--- config.mk ---
export PLATFORM = sky130hd
export DESIGN_NAME = key_scan
export DESIGN_NICKNAME = d
export VERILOG_FILES = /design/src/rtl/key_scan.sv
export SDC_FILE = /design/constraint.sdc
export NUM_CORES = 1
export LEC_CHECK = 0
export CAP_MARGIN = 20
export CORE_MARGIN = 5
export CORE_UTILIZATION = 47
export DETAILED_ROUTE_END_ITERATION = 10
export PLACE_DENSITY = 0.66
export SETUP_SLACK_MARGIN = 0.15
export SLEW_MARGIN = 10
export SYNTH_ARGS = -nofsm -noshare
export SYNTH_HDL_FRONTEND = slang
export SYNTH_SLANG_ARGS = --single-unit
--- constraint.sdc ---
create_clock -name CLK -period 5.7 [get_ports CLK]
set_input_delay 1.14 -clock CLK [delete_from_list [all_inputs] [get_ports CLK]]
set_output_delay 1.14 -clock CLK [all_outputs]
set_load 0.1 [all_outputs]
--- src/rtl/key_scan.sv ---
// key_scan: four-key front-panel scanner.
// Each raw active-low key is synchronised, debounced by its own FSM and
// classified as a short or long press. Press events are held in per-key
// pending slots, arbitrated lowest-index-first into a 4-deep event FIFO,
// and popped by rising edges of the ARM acknowledge line.

module key_scan #(
    parameter int DEBOUNCE_CYCLES = 1000000,
    parameter int LONG_CYCLES     = 50000000
) (
    input  logic       CLK,
    input  logic       RST_N,
    input  logic [3:0] KEY_IN,
    input  logic       ARM_KEY_ACK,
    output logic [3:0] KEY_STATE,
    output logic [2:0] KEY_CODE,
    output logic       KEY_IRQ,
    output logic       KEY_OVF
);

    localparam int NUM_KEYS   = 4;
    localparam int FIFO_DEPTH = 4;
    localparam int DW = ($clog2(DEBOUNCE_CYCLES + 1) > 0) ? $clog2(DEBOUNCE_CYCLES + 1) : 1;
    localparam int HW = ($clog2(LONG_CYCLES + 1) > 0) ? $clog2(LONG_CYCLES + 1) : 1;
    localparam logic [DW-1:0] DEB_LIMIT  = DW'(DEBOUNCE_CYCLES);
    localparam logic [HW-1:0] HOLD_LIMIT = HW'(LONG_CYCLES);

    typedef enum logic [2:0] {
        IDLE,
        PRESS_DEB,
        HELD,
        LONG_HELD,
        RELEASE_DEB
    } key_fsm_t;

    // Saturating increments: the counters stop at their limit and never wrap.
    function automatic logic [DW-1:0] deb_inc(input logic [DW-1:0] c);
        return (c >= DEB_LIMIT) ? DEB_LIMIT : c + 1'b1;
    endfunction

    function automatic logic [HW-1:0] hold_inc(input logic [HW-1:0] c);
        return (c >= HOLD_LIMIT) ? HOLD_LIMIT : c + 1'b1;
    endfunction

    // ------------------------------------------------------------------
    // Input synchronisers
    // ------------------------------------------------------------------
    logic [3:0] key_meta;
    logic [3:0] key_sync;
    logic       ack_meta;
    logic       ack_sync;
    logic       ack_dly;
    logic       ack_rise;

    // Two-flop synchronisers; keys reset to released so nothing fires at reset exit.
    // NOTE: clocked state uses non-blocking assignments so every flop samples pre-edge values.
    always_ff @(posedge CLK or negedge RST_N) begin
        if (!RST_N) begin
            key_meta <= '1;
            key_sync <= '1;
            ack_meta <= 1'b0;
            ack_sync <= 1'b0;
            ack_dly  <= 1'b0;
        end else begin
            key_meta <= KEY_IN;
            key_sync <= key_meta;
            ack_meta <= ARM_KEY_ACK;
            ack_sync <= ack_meta;
            ack_dly  <= ack_sync;
        end
    end

    assign ack_rise = ack_sync & ~ack_dly;

    // ------------------------------------------------------------------
    // Per-key debounce / hold FSMs
    // ------------------------------------------------------------------
    key_fsm_t      state      [NUM_KEYS];
    key_fsm_t      state_next [NUM_KEYS];
    logic [DW-1:0] deb_cnt    [NUM_KEYS];
    logic [DW-1:0] deb_next   [NUM_KEYS];
    logic [HW-1:0] hold_cnt   [NUM_KEYS];
    logic [HW-1:0] hold_next  [NUM_KEYS];
    logic [3:0]    post_valid;
    logic [3:0]    post_long;

    // Key FSM state and counter registers.
    always_ff @(posedge CLK or negedge RST_N) begin
        if (!RST_N) begin
            for (int i = 0; i < NUM_KEYS; i++) begin
                state[i]    <= IDLE;
                deb_cnt[i]  <= '0;
                hold_cnt[i] <= '0;
            end
        end else begin
            for (int i = 0; i < NUM_KEYS; i++) begin
                state[i]    <= state_next[i];
                deb_cnt[i]  <= deb_next[i];
                hold_cnt[i] <= hold_next[i];
            end
        end
    end

    // Next-state logic: debounce presses/releases, time the hold, post events.
    // NOTE: every output of this block is defaulted first so no path can infer a latch.
    always_comb begin
        post_valid = '0;
        post_long  = '0;
        for (int i = 0; i < NUM_KEYS; i++) begin
            state_next[i] = state[i];
            deb_next[i]   = deb_cnt[i];
            hold_next[i]  = hold_cnt[i];

            unique case (state[i])
                IDLE, PRESS_DEB: begin
                    if (!key_sync[i]) begin
                        if (deb_inc(deb_cnt[i]) >= DEB_LIMIT) begin
                            state_next[i] = HELD;
                            deb_next[i]   = '0;
                            hold_next[i]  = '0;
                        end else begin
                            state_next[i] = PRESS_DEB;
                            deb_next[i]   = deb_inc(deb_cnt[i]);
                        end
                    end else begin
                        state_next[i] = IDLE;
                        deb_next[i]   = '0;
                    end
                end

                HELD, LONG_HELD, RELEASE_DEB: begin
                    if (!key_sync[i]) begin
                        deb_next[i] = '0;
                        if (state[i] == RELEASE_DEB) begin
                            // A bounce during release: resume whichever held state we came from.
                            state_next[i] = (hold_cnt[i] >= HOLD_LIMIT) ? LONG_HELD : HELD;
                        end else if (state[i] == HELD) begin
                            hold_next[i] = hold_inc(hold_cnt[i]);
                            if (hold_inc(hold_cnt[i]) >= HOLD_LIMIT) begin
                                state_next[i] = LONG_HELD;
                                post_valid[i] = 1'b1;
                                post_long[i]  = 1'b1;
                            end
                        end
                    end else begin
                        if (deb_inc(deb_cnt[i]) >= DEB_LIMIT) begin
                            state_next[i] = IDLE;
                            deb_next[i]   = '0;
                            hold_next[i]  = '0;
                            // A long press was already reported; only short presses post here.
                            post_valid[i] = (hold_cnt[i] < HOLD_LIMIT);
                        end else begin
                            state_next[i] = RELEASE_DEB;
                            deb_next[i]   = deb_inc(deb_cnt[i]);
                        end
                    end
                end

                default: begin
                    state_next[i] = IDLE;
                    deb_next[i]   = '0;
                    hold_next[i]  = '0;
                end
            endcase
        end
    end

    // Debounced key levels.
    always_comb begin
        KEY_STATE = '0;
        for (int i = 0; i < NUM_KEYS; i++) begin
            KEY_STATE[i] = (state[i] == HELD) || (state[i] == LONG_HELD) ||
                           (state[i] == RELEASE_DEB);
        end
    end

    // ------------------------------------------------------------------
    // Pending slots and arbiter
    // ------------------------------------------------------------------
    logic [3:0] pend;
    logic [3:0] pend_long;
    logic [3:0] pend_next;
    logic [3:0] pend_long_next;
    logic [3:0] overwrite;
    logic       grant_valid;
    logic [1:0] grant_idx;
    logic       grant_long;

    // Lowest-index pending slot wins the single FIFO push per cycle.
    always_comb begin
        grant_valid = 1'b0;
        grant_idx   = 2'd0;
        for (int i = NUM_KEYS - 1; i >= 0; i--) begin
            if (pend[i]) begin
                grant_valid = 1'b1;
                grant_idx   = 2'(i);
            end
        end
        grant_long = pend_long[grant_idx];
    end

    // A new post replaces a still-pending event and flags the loss.
    always_comb begin
        pend_next      = pend;
        pend_long_next = pend_long;
        overwrite      = '0;
        for (int i = 0; i < NUM_KEYS; i++) begin
            if (grant_valid && (grant_idx == 2'(i))) begin
                pend_next[i] = 1'b0;
            end
            if (post_valid[i]) begin
                overwrite[i]      = pend_next[i];
                pend_next[i]      = 1'b1;
                pend_long_next[i] = post_long[i];
            end
        end
    end

    // Pending slot registers.
    always_ff @(posedge CLK or negedge RST_N) begin
        if (!RST_N) begin
            pend      <= '0;
            pend_long <= '0;
        end else begin
            pend      <= pend_next;
            pend_long <= pend_long_next;
        end
    end

    // ------------------------------------------------------------------
    // Event FIFO
    // ------------------------------------------------------------------
    logic [2:0] fifo_mem [FIFO_DEPTH];
    logic [1:0] wr_ptr;
    logic [1:0] rd_ptr;
    logic [2:0] count;
    logic       fifo_empty;
    logic       fifo_full;
    logic       push;
    logic       pop;
    logic       drop;

    assign fifo_empty = (count == 3'd0);
    assign fifo_full  = (count == 3'(FIFO_DEPTH));
    assign pop        = ack_rise & ~fifo_empty;
    // A simultaneous pop frees the slot, so a push into a full FIFO still succeeds.
    assign push       = grant_valid & (~fifo_full | pop);
    assign drop       = grant_valid & fifo_full & ~pop;

    // FIFO storage write port.
    // NOTE: storage has no reset; occupancy is tracked by count and KEY_CODE masks empty entries.
    always_ff @(posedge CLK) begin
        if (push) begin
            fifo_mem[wr_ptr] <= {grant_long, grant_idx};
        end
    end

    // FIFO pointers, occupancy and sticky overflow flag.
    always_ff @(posedge CLK or negedge RST_N) begin
        if (!RST_N) begin
            wr_ptr  <= '0;
            rd_ptr  <= '0;
            count   <= '0;
            KEY_OVF <= 1'b0;
        end else begin
            if (push) begin
                wr_ptr <= wr_ptr + 1'b1;
            end
            if (pop) begin
                rd_ptr <= rd_ptr + 1'b1;
            end
            if (push && !pop) begin
                count <= count + 1'b1;
            end else if (pop && !push) begin
                count <= count - 1'b1;
            end
            if (drop || (|overwrite)) begin
                KEY_OVF <= 1'b1;
            end else if (pop) begin
                KEY_OVF <= 1'b0;
            end
        end
    end

    assign KEY_IRQ  = ~fifo_empty;
    assign KEY_CODE = fifo_empty ? 3'b000 : fifo_mem[rd_ptr];

endmodule
==> impl_metrics.py <==
metrics = {
    "outcome": {
        "status": "finished, final reports clean",
    },
    "die": {
        "rows": 64,
        "initial_core_util_pct": 47.4,
        "core-area_sq_um": 30500,
        "io_pins": 16,
        "fp.dieH_microns": 185,
        "die-width_microns": 185,
        "dieArea_sq_um": 34400,
    },
    "worst_setup_path": {
        "worst_ep_required_time_ns": 4.56,
        "crit_type": "reg -> out",
        "reg2reg_slack_ns": 2.36,
        "critPathMaxStageDelay_ns": 1.20,
        "r2r_end": "KEY_OVF",
        "slowest_stage": "clkdlybuf4s50_1",
        "r2r.worst_path.cells": 9,
        "crit_chain": "mux4_2 > nor2b_1 > clkdlybuf4s50_1",
        "crit_fanout": 5,
        "cp_top_family": "buffers and inverters",
        "start_kind": "flip-flop",
        "critical_path_buf_inv_count": 1,
        "cp-startpoint": "rd_ptr[0]",
        "r2r_start": "hold_cnt[0]",
        "end_kind": "primary output",
        "cp.arrival_ns": 2.87,
    },
    "layout": {
        "ff_latch_area_sq_um": 5950,
        "layout-drive-gt1-share_pct": 5.69,
        "syn_to_final_growth_pct": 8.96,
        "num-nets-final": 1730,
        "multi_input_area_sq_um": 7880,
        "n_fill_cell": 2826,
        "n_antenna_cell": 0,
    },
    "timing": {
        "setup-violations-final": 0,
        "fin_skew_ns": 0.0199,
        "fin_ws_ns": 1.69,
        "worst_pin_slew_ns": 1.00,
        "min_period_over_period_pct": 70.4,
        "max_freq_ghz": 0.249,
        "rsz0062_at_grt": "false",
        "hold_viol": 0,
        "max_slew_margin_pct": 33.1,
        "setup_tns_ns": 0,
        "fin_crit_ns": 4.01,
        "slew_violations": 0,
    },
    "clocking": {
        "cts_tree": "built",
        "clkLatencyLatePin_ns": 0.56,
        "cts_hold_buf": 0,
        "clockRootBuffer": "clkbuf_16",
        "clkTransAtPathRegs_ns": 0.06,
        "cts_resized": 0,
        "post_cts_buffers": 0,
        "cts_buffer_depth": 3,
        "cts.sinks": 235,
        "cts_made_buffers": 29,
        "htreeDepth": 1,
    },
    "synth": {
        "synth_nets": 1765,
        "synth-edff-count": 12,
        "synth_top_area_share_pct": 37.2,
        "synth_top_flop_cell": "dfrtp_1",
        "ys_ff_latch": 235,
        "synthArstFlopShare_pct": 94.9,
        "synthDistinctLibCells": 87,
        "postSynthCellCount": 1736,
        "seq_area_frac_synth_pct": 41.2,
        "postSynthAreaPerCell_sq_um": 8.33,
        "yosys_warnings": 0,
        "synthTopCellsByArea": "dfrtp_1 (37%), nor2_1 (5.6%), o21ai_0 (5.2%)",
        "yosys.area.top_type": "dfrtp_1",
        "synthTopCellsByCount": "nor2_1 (217), dfrtp_1 (215), o21ai_0 (150)",
        "mappedNetlistArea_sq_um": 14500,
        "synth_most_common_cell": "nor2_1",
    },
    "grt": {
        "track_usage_pct": 18.8,
        "globalRouteOverflowTotal": 0,
        "grt_pass1_vias": 11600,
        "antenna_found_initial": 0,
        "grt_pass1_wl_microns": 55800,
        "grt_max_degree": 87,
    },
    "power": {
        "p_comb_share_pct": 2.1,
        "p_sw_share_pct": 21.7,
        "p_int_w": 0.00279,
        "seq_power_share_pct": 48.0,
        "p_leak_nw": 6.34,
        "irDropWorstVdd_v": 0.000218,
        "pwr-share-clk_pct": 49.9,
        "switching_power_w": 0.000773,
        "power_density_nw_per_um2": 226,
    },
    "detailed_routing": {
        "drtIter0Drc": 886,
        "wire_per_inst_microns": 15.3,
        "routed_wl_microns": 32300,
        "ant_nets": 0,
        "first_pass_iters": 7,
        "vias_per_cell": 5.90,
        "vias": 12500,
        "drc": 0,
    },
    "worst_hold_path": {
        "min_to": "key_sync[1]",
        "hold_path.class": "reg -> reg",
        "min_from": "key_meta[1]",
        "hold_depth": 0,
    },
    "placement": {
        "place.gp.congestion": 0.885,
        "dp_slack_ns": 2.25,
        "hpwl_microns": 21500,
        "port_buffers": 15,
    },
    "job": {
        "max-cap-violations": 0,
    },
}
cells by family after synthesis:
logic type	Yosys count	share of synthesized area, %
AO/OA/AOI/OAI	455	19.6
flip-flops	235	41.2
AND/OR/NAND/NOR	760	26.2
buffers and inverters	160	4.37
multiplexers	11	1.06
XOR/XNOR	93	5.63
adder cells (fa/ha/maj)	22	1.96
final cells by class:
cell class,count,share of cell area [%]
inverter,68,1.62
clock buffer,43,5.45
clock inverter,8,0.453
tap,396,3.15
sequential,235,37.8
multi-input combinational,1341,50.0
timing repair buffer,26,1.53
power groups by stage:
stage	clock (W)	combinational [W]	sequential, W
3_5_place_dp	0	0.0000774	0.00174
5_1_grt	0.00190	0.0000877	0.00171
4_1_cts	0.00184	0.0000775	0.00171
2_1_floorplan	0	0.0000337	0.00173
3_3_place_gp	0	0.0000764	0.00174
6_report	0.00178	0.0000734	0.00171
metrics by stage:
step           utilization, %  total power (W)  instance area [sq um]  std cells  hold slack, ns
2_1_floorplan               -          0.00177                  14500       1736           0.331
3_3_place_gp             48.5          0.00182                  14800       2065           0.339
3_5_place_dp             48.5          0.00182                  14800       2065           0.343
4_1_cts                  51.6          0.00363                  15700       2116           0.345
5_1_grt                  51.6          0.00370                  15800       2117           0.361
6_report                 51.6          0.00356                  15800       2117           0.345
sequential cells by signal, indices dropped and copies added, names as in the netlist:
signal	flops
hold_cnt	104
deb_cnt	80
fifo_mem	12
state	12
key_meta	4
key_sync	4
pend	4
pend_long	4
count	3
rd_ptr	2
wr_ptr	2
KEY_OVF	1
ack_dly	1
ack_meta	1
ack_sync	1
worst reg2reg max path: cells and delay by family, from the launching register on:
kind | cells | cell delay (ns)
AND/OR/NAND/NOR | 4 | 1.84
AO/OA/AOI/OAI | 4 | 0.74
flip-flops | 1 | 0.42
adder cells (fa/ha/maj) | 1 | 0.23
worst max path at each step:
stage | to | slack, ns | cells after the start
after floorplan | KEY_CODE[0] | 2.35 | 3
after global placement | KEY_CODE[0] | 2.26 | 3
after detailed placement | hold_cnt[68] | 2.25 | 10
after CTS | KEY_CODE[0] | 1.64 | 3
after global routing | KEY_CODE[0] | 1.60 | 3
final | KEY_CODE[0] | 1.69 | 3
layout by cell type (no fill, tap or decap), types with 8 or more instances in the layout:
master	count
dfrtp_1	215
and4_1	18
nor4_1	28
buf_4	10
and3_1	41
clkbuf_16	29
xor2_1	40
o21ai_0	150
edfxtp_1	12
nor2b_1	15
or3_1	22
nand4_1	45
a22o_1	8
nor3b_1	8
nor2_1	217
xnor2_1	53
nand3_1	101
a21oi_1	92
a31oi_1	26
dfstp_2	8
o21ai_1	30
inv_1	68
ha_1	21
nor3_1	52
o31ai_1	30
nand2_1	144
clkdlybuf4s50_1	14
clkbuf_8	8
nand2b_1	17
a21o_1	19
and2_1	21
routing by layer:
layer / GRT usage (%) / routed length, microns
met1: 27.3 / 15800
met2: 30.0 / 14700
met3: 2.44 / 1130
met4: 4.76 / 712
met5: 0 / 0
(Power assumes the default switching activity.)
